### config.mk
export PLATFORM = sky130hd
export DESIGN_NAME = dds_phase_acc
export DESIGN_NICKNAME = d
export VERILOG_FILES = /design/src/rtl/dds_pkg.sv /design/src/rtl/dds_phase_acc.sv
export SDC_FILE = /design/constraint.sdc
export NUM_CORES = 1
export LEC_CHECK = 0
export CAP_MARGIN = 20
export CORE_UTILIZATION = 46
export DETAILED_ROUTE_END_ITERATION = 6
export PLACE_DENSITY = 0.66
export SLEW_MARGIN = 25
export SYNTH_ARGS = -nofsm -noshare
export SYNTH_HDL_FRONTEND = slang
export SYNTH_SLANG_ARGS = --single-unit
export TNS_END_PERCENT = 30
### constraint.sdc
create_clock -name clk -period 9.2 [get_ports clk]
set_clock_uncertainty 0.15 [all_clocks]
set_input_delay 1.84 -clock clk [delete_from_list [all_inputs] [get_ports clk]]
set_output_delay 1.84 -clock clk [all_outputs]
set_load 0.01 [all_outputs]
### src/rtl/dds_pkg.sv
// Shared DDS definitions: default widths, update-mode constants and the
// retune state encoding used by the phase accumulator and downstream stages.
package dds_pkg;

  localparam int unsigned ACC_W_DEF  = 32;
  localparam int unsigned ADDR_W_DEF = 9;

  // upd_mode encodings
  localparam logic UPD_IMMEDIATE = 1'b0;
  localparam logic UPD_DEFERRED  = 1'b1;

  typedef enum logic {
    UpdIdle    = 1'b0,
    UpdPending = 1'b1
  } upd_state_e;

endpackage

### src/rtl/dds_phase_acc.sv
// DDS phase accumulator: integrates the frequency word, adds the phase
// offset and registers the waveform-table address. Frequency/phase words can
// take effect immediately or be held in shadows until the next wrap.
module dds_phase_acc
  import dds_pkg::*;
#(
  parameter int unsigned ACC_W  = ACC_W_DEF,
  parameter int unsigned ADDR_W = ADDR_W_DEF
) (
  input  logic              clk,
  input  logic              rst_n,
  input  logic              en,
  input  logic              clr,
  input  logic              upd_mode,
  input  logic              fw_ld,
  input  logic [ACC_W-1:0]  fw_in,
  input  logic              pw_ld,
  input  logic [ADDR_W-1:0] pw_in,
  output logic [ADDR_W-1:0] addr_out,
  output logic              wrap_out,
  output logic              pending
);

  logic [ACC_W-1:0]  acc_q, acc_d;
  logic [ACC_W-1:0]  fw_act_q, fw_act_d;
  logic [ACC_W-1:0]  fw_sh_q, fw_sh_d;
  logic [ADDR_W-1:0] pw_act_q, pw_act_d;
  logic [ADDR_W-1:0] pw_sh_q, pw_sh_d;
  upd_state_e        state_q, state_d;
  logic [ADDR_W-1:0] addr_q, addr_d;
  // Carry of the accumulator add, delayed one stage so wrap_out lines up with
  // the first post-wrap address rather than the last pre-wrap one.
  logic              acc_wrap_q, acc_wrap_d;
  logic              wrap_out_q, wrap_out_d;
  logic [ACC_W:0]    sum;
  logic              take_now;

  // Accumulator next state and carry-out detection.
  always_comb begin
    sum        = {1'b0, acc_q} + {1'b0, fw_act_q};
    acc_d      = acc_q;
    acc_wrap_d = 1'b0;
    if (clr) begin
      acc_d = '0;
    end else if (en) begin
      acc_d      = sum[ACC_W-1:0];
      acc_wrap_d = sum[ACC_W];
    end
  end

  // Table address from the accumulator's top bits plus phase offset.
  always_comb begin
    addr_d     = acc_q[ACC_W-1 -: ADDR_W] + pw_act_q;
    wrap_out_d = acc_wrap_q;
  end

  // Word update control: loads land in shadows; active words change either
  // immediately or on the wrap edge, a load on the wrap edge bypassing the shadow.
  always_comb begin
    fw_sh_d  = fw_ld ? fw_in : fw_sh_q;
    pw_sh_d  = pw_ld ? pw_in : pw_sh_q;
    fw_act_d = fw_act_q;
    pw_act_d = pw_act_q;
    state_d  = state_q;
    take_now = (upd_mode == UPD_IMMEDIATE) || acc_wrap_d;

    if (take_now) begin
      if (state_q == UpdPending) begin
        fw_act_d = fw_sh_q;
        pw_act_d = pw_sh_q;
      end
      if (fw_ld) fw_act_d = fw_in;
      if (pw_ld) pw_act_d = pw_in;
      state_d = UpdIdle;
    end else if (fw_ld || pw_ld) begin
      state_d = UpdPending;
    end
  end

  // State registers.
  always_ff @(posedge clk or negedge rst_n) begin
    if (!rst_n) begin
      acc_q      <= '0;
      fw_act_q   <= '0;
      fw_sh_q    <= '0;
      pw_act_q   <= '0;
      pw_sh_q    <= '0;
      state_q    <= UpdIdle;
      addr_q     <= '0;
      acc_wrap_q <= 1'b0;
      wrap_out_q <= 1'b0;
    end else begin
      acc_q      <= acc_d;
      fw_act_q   <= fw_act_d;
      fw_sh_q    <= fw_sh_d;
      pw_act_q   <= pw_act_d;
      pw_sh_q    <= pw_sh_d;
      state_q    <= state_d;
      addr_q     <= addr_d;
      acc_wrap_q <= acc_wrap_d;
      wrap_out_q <= wrap_out_d;
    end
  end

  assign addr_out = addr_q;
  assign wrap_out = wrap_out_q;
  assign pending  = (state_q == UpdPending);

endmodule
==> results of run 1 <==
[critical path, delay by kind of cell]
kind / cells / cell delay (ns)
AOI/OAI and AO/OA: 1 / 0.52
buffers and inverters: 3 / 1.24
muxes: 1 / 0.38
and+or+nand+nor: 2 / 0.68
[cells in the mapped netlist (3+ instances only)]
master    instances  share of area, %
nand3_1          13              0.96
nand4_1           5              0.46
and2_1            6              0.55
buf_6             3              0.50
nand2_1          29               1.6
mux2i_1          10               1.5
a31oi_1           4              0.37
a211oi_1         12               1.3
ha_1             40               7.4
o21bai_1          4              0.44
xor2_1           13               1.7
dfrtp_1         126                46
o211ai_1          7              0.77
xnor2_1          14               1.8
a21oi_1          39               2.9
a211o_1           4              0.52
nor3_1            8              0.59
o21ai_0          25               1.8
o21a_1            5              0.55
inv_1            12              0.66
mux2_4           30               6.6
clkbuf_1         19               1.1
nand4b_1          3              0.39
a21o_1           20               2.2
nor2_1           36               2.0
and3_1            6              0.55
mux2_2           52               8.6
or3_1             3              0.28
[how the worst min path moves through the flow]
stage	start	end	slack [ns]
after floorplan	acc_wrap_q	wrap_out	0.18
after global placement	acc_wrap_q	wrap_out	0.19
after detailed placement	acc_wrap_q	wrap_out	0.20
after CTS	acc_wrap_q	wrap_out	0.22
after global routing	acc_wrap_q	wrap_out	0.23
final	acc_wrap_q	wrap_out	0.22
[layer usage]
metal  track usage [%]  share of wire [%]  vias up
met5                 0                  0        -
met4             8.886                1.8        0
met3             4.290                4.0       23
met2             30.90                 48      107
met1             26.87                 47     2305
li1                  -                  -     2245
[cell type report]
cell class | instances | share of cell area, %
clock buffer | 20 | 5.600
sequential | 126 | 38.66
timing repair buffer | 64 | 7.732
inverter | 12 | 0.5523
tap | 184 | 2.823
clock inverter | 11 | 2.025
multi-input combinational | 420 | 42.61
[registers in the layout, summed over array words and instances, names as in the netlist]
signal      flops
wrap_out        1
pw_sh_q         9
pending         1
addr_out        9
acc_wrap_q      1
fw_act_q       32
acc_q          32
pw_act_q        9
fw_sh_q        32
[kinds of logic after synthesis]
family	count (synthesis)	share of synthesized area, %
AO/OA/AOI/OAI	143	14.87
flip-flops	126	46.43
AND/OR/NAND/NOR	116	8.126
multiplexers	92	16.73
adder cells (fa/ha/maj)	42	7.960
buffers and inverters	37	2.395
XOR/XNOR	27	3.483
[where the power goes]
| part | internal [mW] | switching, mW |
|---|---|---|
| Sequential | 0.747 | 0.125 |
| Clock | 0.464 | 0.243 |
| Combinational | 0.654 | 0.706 |
[layout by cell type, fill, tap and decap left out, drive strengths merged, types with 3 or more instances in the layout]
cell type,instances
a211o,4
a211oi,13
a21o,20
a21oi,40
a31oi,4
and2,6
and3,6
buf,7
bufinv,4
clkbuf,20
clkdlybuf4s50,57
clkinv,3
clkinvlp,4
dfrtp,126
ha,40
inv,12
mux2,82
mux2i,10
nand2,29
nand3,13
nand4,5
nand4b,3
nor2,36
nor3,8
o211ai,7
o21a,6
o21ai,27
o21bai,5
or3,3
xnor2,14
xor2,13
[through the flow]
stage	setup slack (ns)	utilization (%)	area, um2
floorplan	5.668	-	6790
global placement	3.841	51.93	7518
detailed placement	3.715	51.95	7522
CTS	4.177	56.25	8144
global route	4.501	56.33	8155
finish	4.687	56.33	8155
==> flow_summary.ini, run 1 <==
[run_status]
status = completed

[setup_path]
endpoint = fw_act_q[31]
r2r_setup_slack_ns = 5.52
cp-end-kind = register
crit_type = in2reg
crit_start = en
path_max_fanout = 26
required_ns = 9.35
critPathMostFrequentCell = buf_4
reg2regPathDepth = 12
r2r-end = fw_act_q[11]
path_cells = clkdlybuf4s50_1 > buf_4 > nand2b_1 > and2_1 > a311oi_4 > buf_4 > mux2_2
cpMaxStageDelayCell = a311oi_4
cp-start-kind = primary input
crit_arrival_ns = 4.67
cpPeakStageDelay_ns = 0.52
r2r_start = acc_q[0]

[timing]
hold_viol_final = 0
relSlewSlack_pct = 39.07
timing.hold.ws_ns = 0.2202
finalSetupViolCount = 0
tns_ns = 0
fmax_mhz = 221.6
worst_pin_slew_ns = 0.9105
layout_worst_path_cycle_share_pct = 49.05
drv_slew = 0
rsz0062_at_grt = no
post-route-min-period_ns = 4.513

[yosys]
synthesis.area_mm2 = 0.006790
synth_nets = 673
synth_ff_type = dfrtp_1
synth_seq_cells = 126
avgSynthCellArea_um2 = 11.65
synth_edf_count = 0
yosysSeqAreaShare_pct = 46.43
async_flop_share_pct = 100.0
yosysWarningCount = 0
synth_cell_type_count = 54
synthCells = 583

[global_route]
grt_pass1_wl_mm = 23.23
antenna_found_initial = 0
track_usage_pct = 19.98
grt_pass1_vias = 4730
grt_max_degree = 86
grt.overflow.total = 0

[hold_path]
hold_depth = 0
min_path_type = reg2reg

[routing]
wl_per_cell_um = 16.35
finalWirelength_mm = 13.68
drtPass1Iterations = 5
drc = 0
drtIter0Drc = 240
vias_per_cell = 5.591
vias = 4680
antenna_left = 0

[floorplanning]
coreArea_mm2 = 0.01448
die_x_um = 123.5
die_y_um = 123.5
start_util_pct = 46.90
die_area_mm2 = 0.01525
io_pins = 59
row_count = 44

[clock_tree]
insertion_delay_ns = 0.43
cts_root_buffer = clkbuf_16
clockBufferDepth = 2
cts_max_level = 4
post_cts_buffers = 0
clkTransAtPathRegs_ns = 0.06
cts-buffers-inserted = 17
ctsResizeCount = 0
holdBufCountCts = 0
tritoncts = built
clock_sinks = 126

[layout]
multi_input_area_mm2 = 0.003475
area_growth_syn_to_layout_pct = 20.10
drive_gt1_share_pct = 19.75
final_cells = 837
diodes = 0
fillers = 1199
layout.nets = 731
layout.area.seq_mm2 = 0.003153

[power]
power.leakage_nw = 3.719
vdd_drop_max_mv = 0.1516
powerDensity_mw_per_mm2 = 360.4
power_mw = 2.940

[placement]
dp.cells = 805
io_buffers = 58
dpl.hpwl_mm = 9.579
place_congestion = 0.9276

[run]
cap_violations = 0
No activity file was read; power rests on OpenSTA's default activity.
==> inputs of run 2 (changes only) <==
PLACE_DENSITY = 0.68   (was 0.66)
clock period = 3.85 ns   (was 9.2 ns; I/O delays follow)
==> flow_summary.ini, run 2 (same netlist as run 1, synthesis figures left out) <==
[setup_path]
cpPeakStageDelay_ns = 0.44
path_cells = ha_1 > fa_1 > a211oi_2 > o21bai_2 > o211a_1 > o21a_2 > o2111ai_4 > a21oi_2 > o21ai_4 > a311oi_4 > buf_4 > mux2_4
cpMaxStageDelayCell = fa_1
crit_arrival_ns = 3.74
required_ns = 4.00
crit_type = reg2reg
path_max_fanout = 32
cp-end-kind = register
cp-start-kind = register

[power]
power.leakage_nw = 3.750
clkPwrFrac_pct = 24.3
powerDensity_mw_per_mm2 = 864.6
combinationalPowerShare_pct = 46.5
sw_frac_of_total_pct = 36.83
internal_power_mw = 4.483
seq_power_share_pct = 29.2
vdd_drop_max_mv = 0.3805
p_switching_mw = 2.614

[routing]
finalWirelength_mm = 14.05
drtPass1Iterations = 4
antenna_left = 0
drc = 0
drtIter0Drc = 224
wl_per_cell_um = 16.68
vias_per_cell = 5.613
vias = 4726

[global_route]
grt_max_degree = 76
grt.overflow.total = 0
grt_pass1_vias = 4927
antenna_found_initial = 0
track_usage_pct = 20.70
grt_pass1_wl_mm = 23.97

[layout]
drive_gt1_share_pct = 20.36
fillers = 1238
diodes = 0
final_area_mm2 = 0.008208
largestRegisters = acc_q x32, fw_act_q x32, fw_sh_q x32
multi_input_area_mm2 = 0.003475
layout.area.seq_mm2 = 0.003153
final_cell_mix = dfrtp_1, clkdlybuf4s50_1, mux2_2, ha_1, a21oi_1
layout_commonest_cell = dfrtp_1
layout.nets = 735
area_growth_syn_to_layout_pct = 20.88

[clock_tree]
clock_sinks = 126
cts-buffers-inserted = 17
cts_max_level = 4
tritoncts = built
insertion_delay_ns = 0.42
cts_root_buffer = clkbuf_16
holdBufCountCts = 0
clkTransAtPathRegs_ns = 0.06
clockBufferDepth = 2
ctsResizeCount = 0
post_cts_buffers = 0

[timing]
post-route-min-period_ns = 3.595
relSlewSlack_pct = 55.96
fmax_mhz = 278.2
hold_viol_final = 0
rsz0062_at_grt = no
worst_pin_slew_ns = 0.6606
drv_slew = 0
finalSetupViolCount = 0
layout_worst_path_cycle_share_pct = 93.37
tns_ns = 0

[placement]
io_buffers = 58
place_area_mm2 = 0.007569
place_congestion = 0.9042
dpl.hpwl_mm = 9.624

[floorplanning]
row_count = 44
coreArea_mm2 = 0.01448
start_util_pct = 46.90
die_x_um = 123.5
die_area_mm2 = 0.01525
io_pins = 59
die_y_um = 123.5

[hold_path]
min_path_type = in2async

[run_status]
status = completed

[run]
cap_violations = 0
run 2: cell count changes in the layout (fill, tap and decap cells not counted), sizes merged:
cell      previous run  this run
buf                  7        11
clkinv               3         2
clkinvlp             4         3
inv                 12        15
run 2: worst max-delay path: cells and delay by family, from the launching register on:
kind	cells	cell delay [ns]
muxes	1	0.37
buffers and inverters	1	0.34
AOI/OAI and AO/OA	8	1.52
adders and majority gates	2	0.69
DFF	1	0.38
run 2: metal layers:
layer / vias up / global-route usage (%) / part of all wire, %
met5: - / 0 / 0
met4: 0 / 7.154 / 1.7
met3: 23 / 6.089 / 5.1
met2: 128 / 33.59 / 48
met1: 2317 / 26.29 / 45
li1: 2258 / - / -
run 2: final timing paths:
kind,to,startpoint,slack (ns),depth (start not counted)
max,fw_act_q[19],acc_q[0],0.26,12
min,fw_sh_q[3],rst_n,0.11,1
max reg2reg,fw_act_q[19],acc_q[0],0.26,12
min reg2reg,wrap_out,acc_wrap_q,0.21,0
max in group asynchronous,acc_q[17],rst_n,2.73,2
min in group clk,wrap_out,acc_wrap_q,0.21,0
run 2: layout make-up:
class | count | area share (%)
Clock inverter | 12 | 2.226
Timing Repair Buffer | 68 | 8.110
Tap cell | 184 | 2.805
Inverter | 12 | 0.5488
Multi-Input combinational cell | 420 | 42.33
Sequential cell | 126 | 38.41
Clock buffer | 20 | 5.564
run 2: per-stage QoR:
| step | setup slack (ns) | total power, mW | hold WS (ns) | instances | util (%) |
|---|---|---|---|---|---|
| floorplan | 0.6256 | 4.553 | 0.1812 | 583 | - |
| detailed placement | 0.2624 | 5.331 | 0.1965 | 810 | 52.27 |
| finish | 0.2552 | 7.096 | 0.1110 | 842 | 56.69 |
| global placement | 0.3530 | 5.221 | 0.1873 | 810 | 52.27 |
| CTS | 0.2564 | 7.114 | 0.1147 | 842 | 56.69 |
| global route | 0.08659 | 7.600 | 0.1206 | 842 | 56.69 |
run 2: power by group through the flow:
stage	logic [mW]	registers, mW	clock network, mW
4_1_cts	3.28	2.08	1.75
2_1_floorplan	2.54	2.02	0
5_1_grt	3.65	2.13	1.82
6_report	3.30	2.07	1.73
3_5_place_dp	3.24	2.09	0
3_3_place_gp	3.16	2.07	0
==> inputs of run 3 (changes only) <==
ABC_AREA = 1   (was default)
clock period = 3.2 ns   (was 3.85 ns; I/O delays follow)
==> flow_summary.ini, run 3 <==
[yosys]
synth_top_area_share_pct = 44.72
synth.most_common_cell = nand2_1
yosysTopAreaCell = dfrtp_1
synth_ff_type = dfrtp_1
async_flop_share_pct = 100.0
synth_area_leaders = dfrtp_1, nand2_1, ha_1
synthCells = 946
avgSynthCellArea_um2 = 7.453
synthTopCellsByCount = nand2_1, dfrtp_1, inv_1
yosysWarningCount = 0
yosysSeqAreaShare_pct = 44.72
synth_edf_count = 0
synthesis.area_mm2 = 0.007051
synth_nets = 1036
synth_cell_type_count = 32
synth_seq_cells = 126

[floorplanning]
io_pins = 59
start_util_pct = 47.79
coreArea_mm2 = 0.01475
die_y_um = 125.8
die_x_um = 125.8
die_area_mm2 = 0.01583
row_count = 44

[placement]
pre_cts_ws_ns = 0.5547
dpl.hpwl_mm = 12.21
dp.cells = 1173
place_area_mm2 = 0.007818
place_congestion = 0.9001
io_buffers = 58

[clock_tree]
ctsResizeCount = 0
insertion_delay_ns = 0.42
cts_root_buffer = clkbuf_16
tritoncts = built
clockBufferDepth = 2
post_cts_buffers = 0
clkTransAtPathRegs_ns = 0.06
cts_max_level = 4
clock_sinks = 126
holdBufCountCts = 0
cts-buffers-inserted = 17

[global_route]
grt_pass1_wl_mm = 27.97
grt_pass1_vias = 5630
grt.overflow.total = 0
track_usage_pct = 22.46
grt_max_degree = 58
antenna_found_initial = 0

[setup_path]
crit_arrival_ns = 2.89
required_ns = 3.40
r2r_start = acc_q[0]
r2r_setup_slack_ns = 0.52
cp-end-kind = register
crit_type = reg2reg
cp-start-kind = register
path_max_fanout = 32
reg2regPathDepth = 15
r2r-end = fw_act_q[13]

[layout]
layout_commonest_cell = nand2_1
final_area_mm2 = 0.008422
multi_input_area_mm2 = 0.003498
final_cell_mix = nand2_1, dfrtp_1, inv_1, nand3_1, clkdlybuf4s50_1
fin_util_pct = 57.08
layout.nets = 1098
largestRegisters = acc_q x32, fw_act_q x32, fw_sh_q x32
fillers = 1380
layout.area.seq_mm2 = 0.003153
drive_gt1_share_pct = 5.485
diodes = 0
final_cells = 1205
area_growth_syn_to_layout_pct = 19.45

[routing]
drtPass1Iterations = 5
drc = 0
vias_per_cell = 5.056
finalWirelength_mm = 16.36
vias = 6092
antenna_left = 0
drtIter0Drc = 416
wl_per_cell_um = 13.58

[timing]
hold_viol_final = 0
layout_worst_path_cycle_share_pct = 83.88
fmax_mhz = 372.6
layout_setup_ws_ns = 0.5159
finalSetupViolCount = 0
rsz0062_at_grt = no
drv_slew = 0
worst_pin_slew_ns = 0.7214
relSlewSlack_pct = 51.90
timing.hold.ws_ns = 0.1210
post-route-min-period_ns = 2.684
tns_ns = 0

[run_status]
status = completed

[run]
cap_violations = 0

[power]
power_mw = 5.239
powerDensity_mw_per_mm2 = 622.0
vdd_drop_max_mv = 0.3616
power.leakage_nw = 4.547

[hold_path]
min_path_type = in2async
[run 3: cell count changes after synthesis, sizes merged, moves of 12 or more]
cell | previous run | this run
a211oi | 13 | 0
a21o | 20 | 2
a21oi | 40 | 52
inv | 12 | 70
mux2 | 82 | 0
nand2 | 29 | 424
nand3 | 13 | 66
nor2 | 36 | 56
[run 3: layout make-up]
class / count / share of cell area (%)
Timing Repair Buffer: 68 / 7.904
Multi-Input combinational cell: 723 / 41.54
Sequential cell: 126 / 37.44
Tap cell: 184 / 2.734
Clock inverter: 13 / 1.917
Clock buffer: 19 / 5.259
Inverter: 72 / 3.209
[run 3: cells by family (layout without fill, tap and decap cells)]
| kind of cell | after synthesis | after routing | synth area share [%] |
|---|---|---|---|
| AOI/OAI and AO/OA | 97 | 97 | 7.311 |
| xor gates and xnor gates | 13 | 13 | 1.615 |
| adders and majority gates | 42 | 42 | 7.666 |
| buffers and inverters | 97 | 172 | 5.696 |
| DFF | 126 | 126 | 44.72 |
| and+or+nand+nor | 571 | 571 | 32.99 |
[run 3: worst max-delay path by stage]
| stage | startpoint | depth (start not counted) | to | slack, ns |
|---|---|---|---|---|
| after global routing | acc_q[0] | 15 | fw_act_q[13] | 0.24 |
| after detailed placement | acc_q[0] | 15 | fw_act_q[28] | 0.55 |
| after global placement | acc_q[0] | 15 | fw_act_q[6] | 0.65 |
| after floorplan | acc_q[0] | 15 | pw_act_q[0] | 1.00 |
| after CTS | acc_q[0] | 15 | fw_act_q[28] | 0.52 |
| final | acc_q[0] | 15 | fw_act_q[13] | 0.52 |
[run 3: where the power goes]
group | internal (mW) | total [mW] | switching [mW]
sequential | 1.84 | 1.99 | 0.153
combinational | 0.520 | 1.29 | 0.769
clock | 1.25 | 1.96 | 0.715
[run 3: critical path, stage by stage, from the launching register on]
cell	delay [ns]
dfrtp_1	0.38
ha_1	0.23
fa_1	0.39
nand2_1	0.11
nand2_1	0.09
nand3_1	0.10
nand2_2	0.09
nand2_2	0.08
nand2_2	0.06
nand2_1	0.06
nand2_1	0.05
nand2_2	0.10
nand2_4	0.18
nand2_4	0.33
nand2_1	0.11
nand2_1	0.07
[run 3: routing by layer]
layer	vias up	GRT usage, %	part of all wire [%]
li1	3157	-	-
met1	2787	35.38	53
met2	134	31.24	41
met3	14	3.781	4.7
met4	0	6.804	1.2
met5	-	0	0
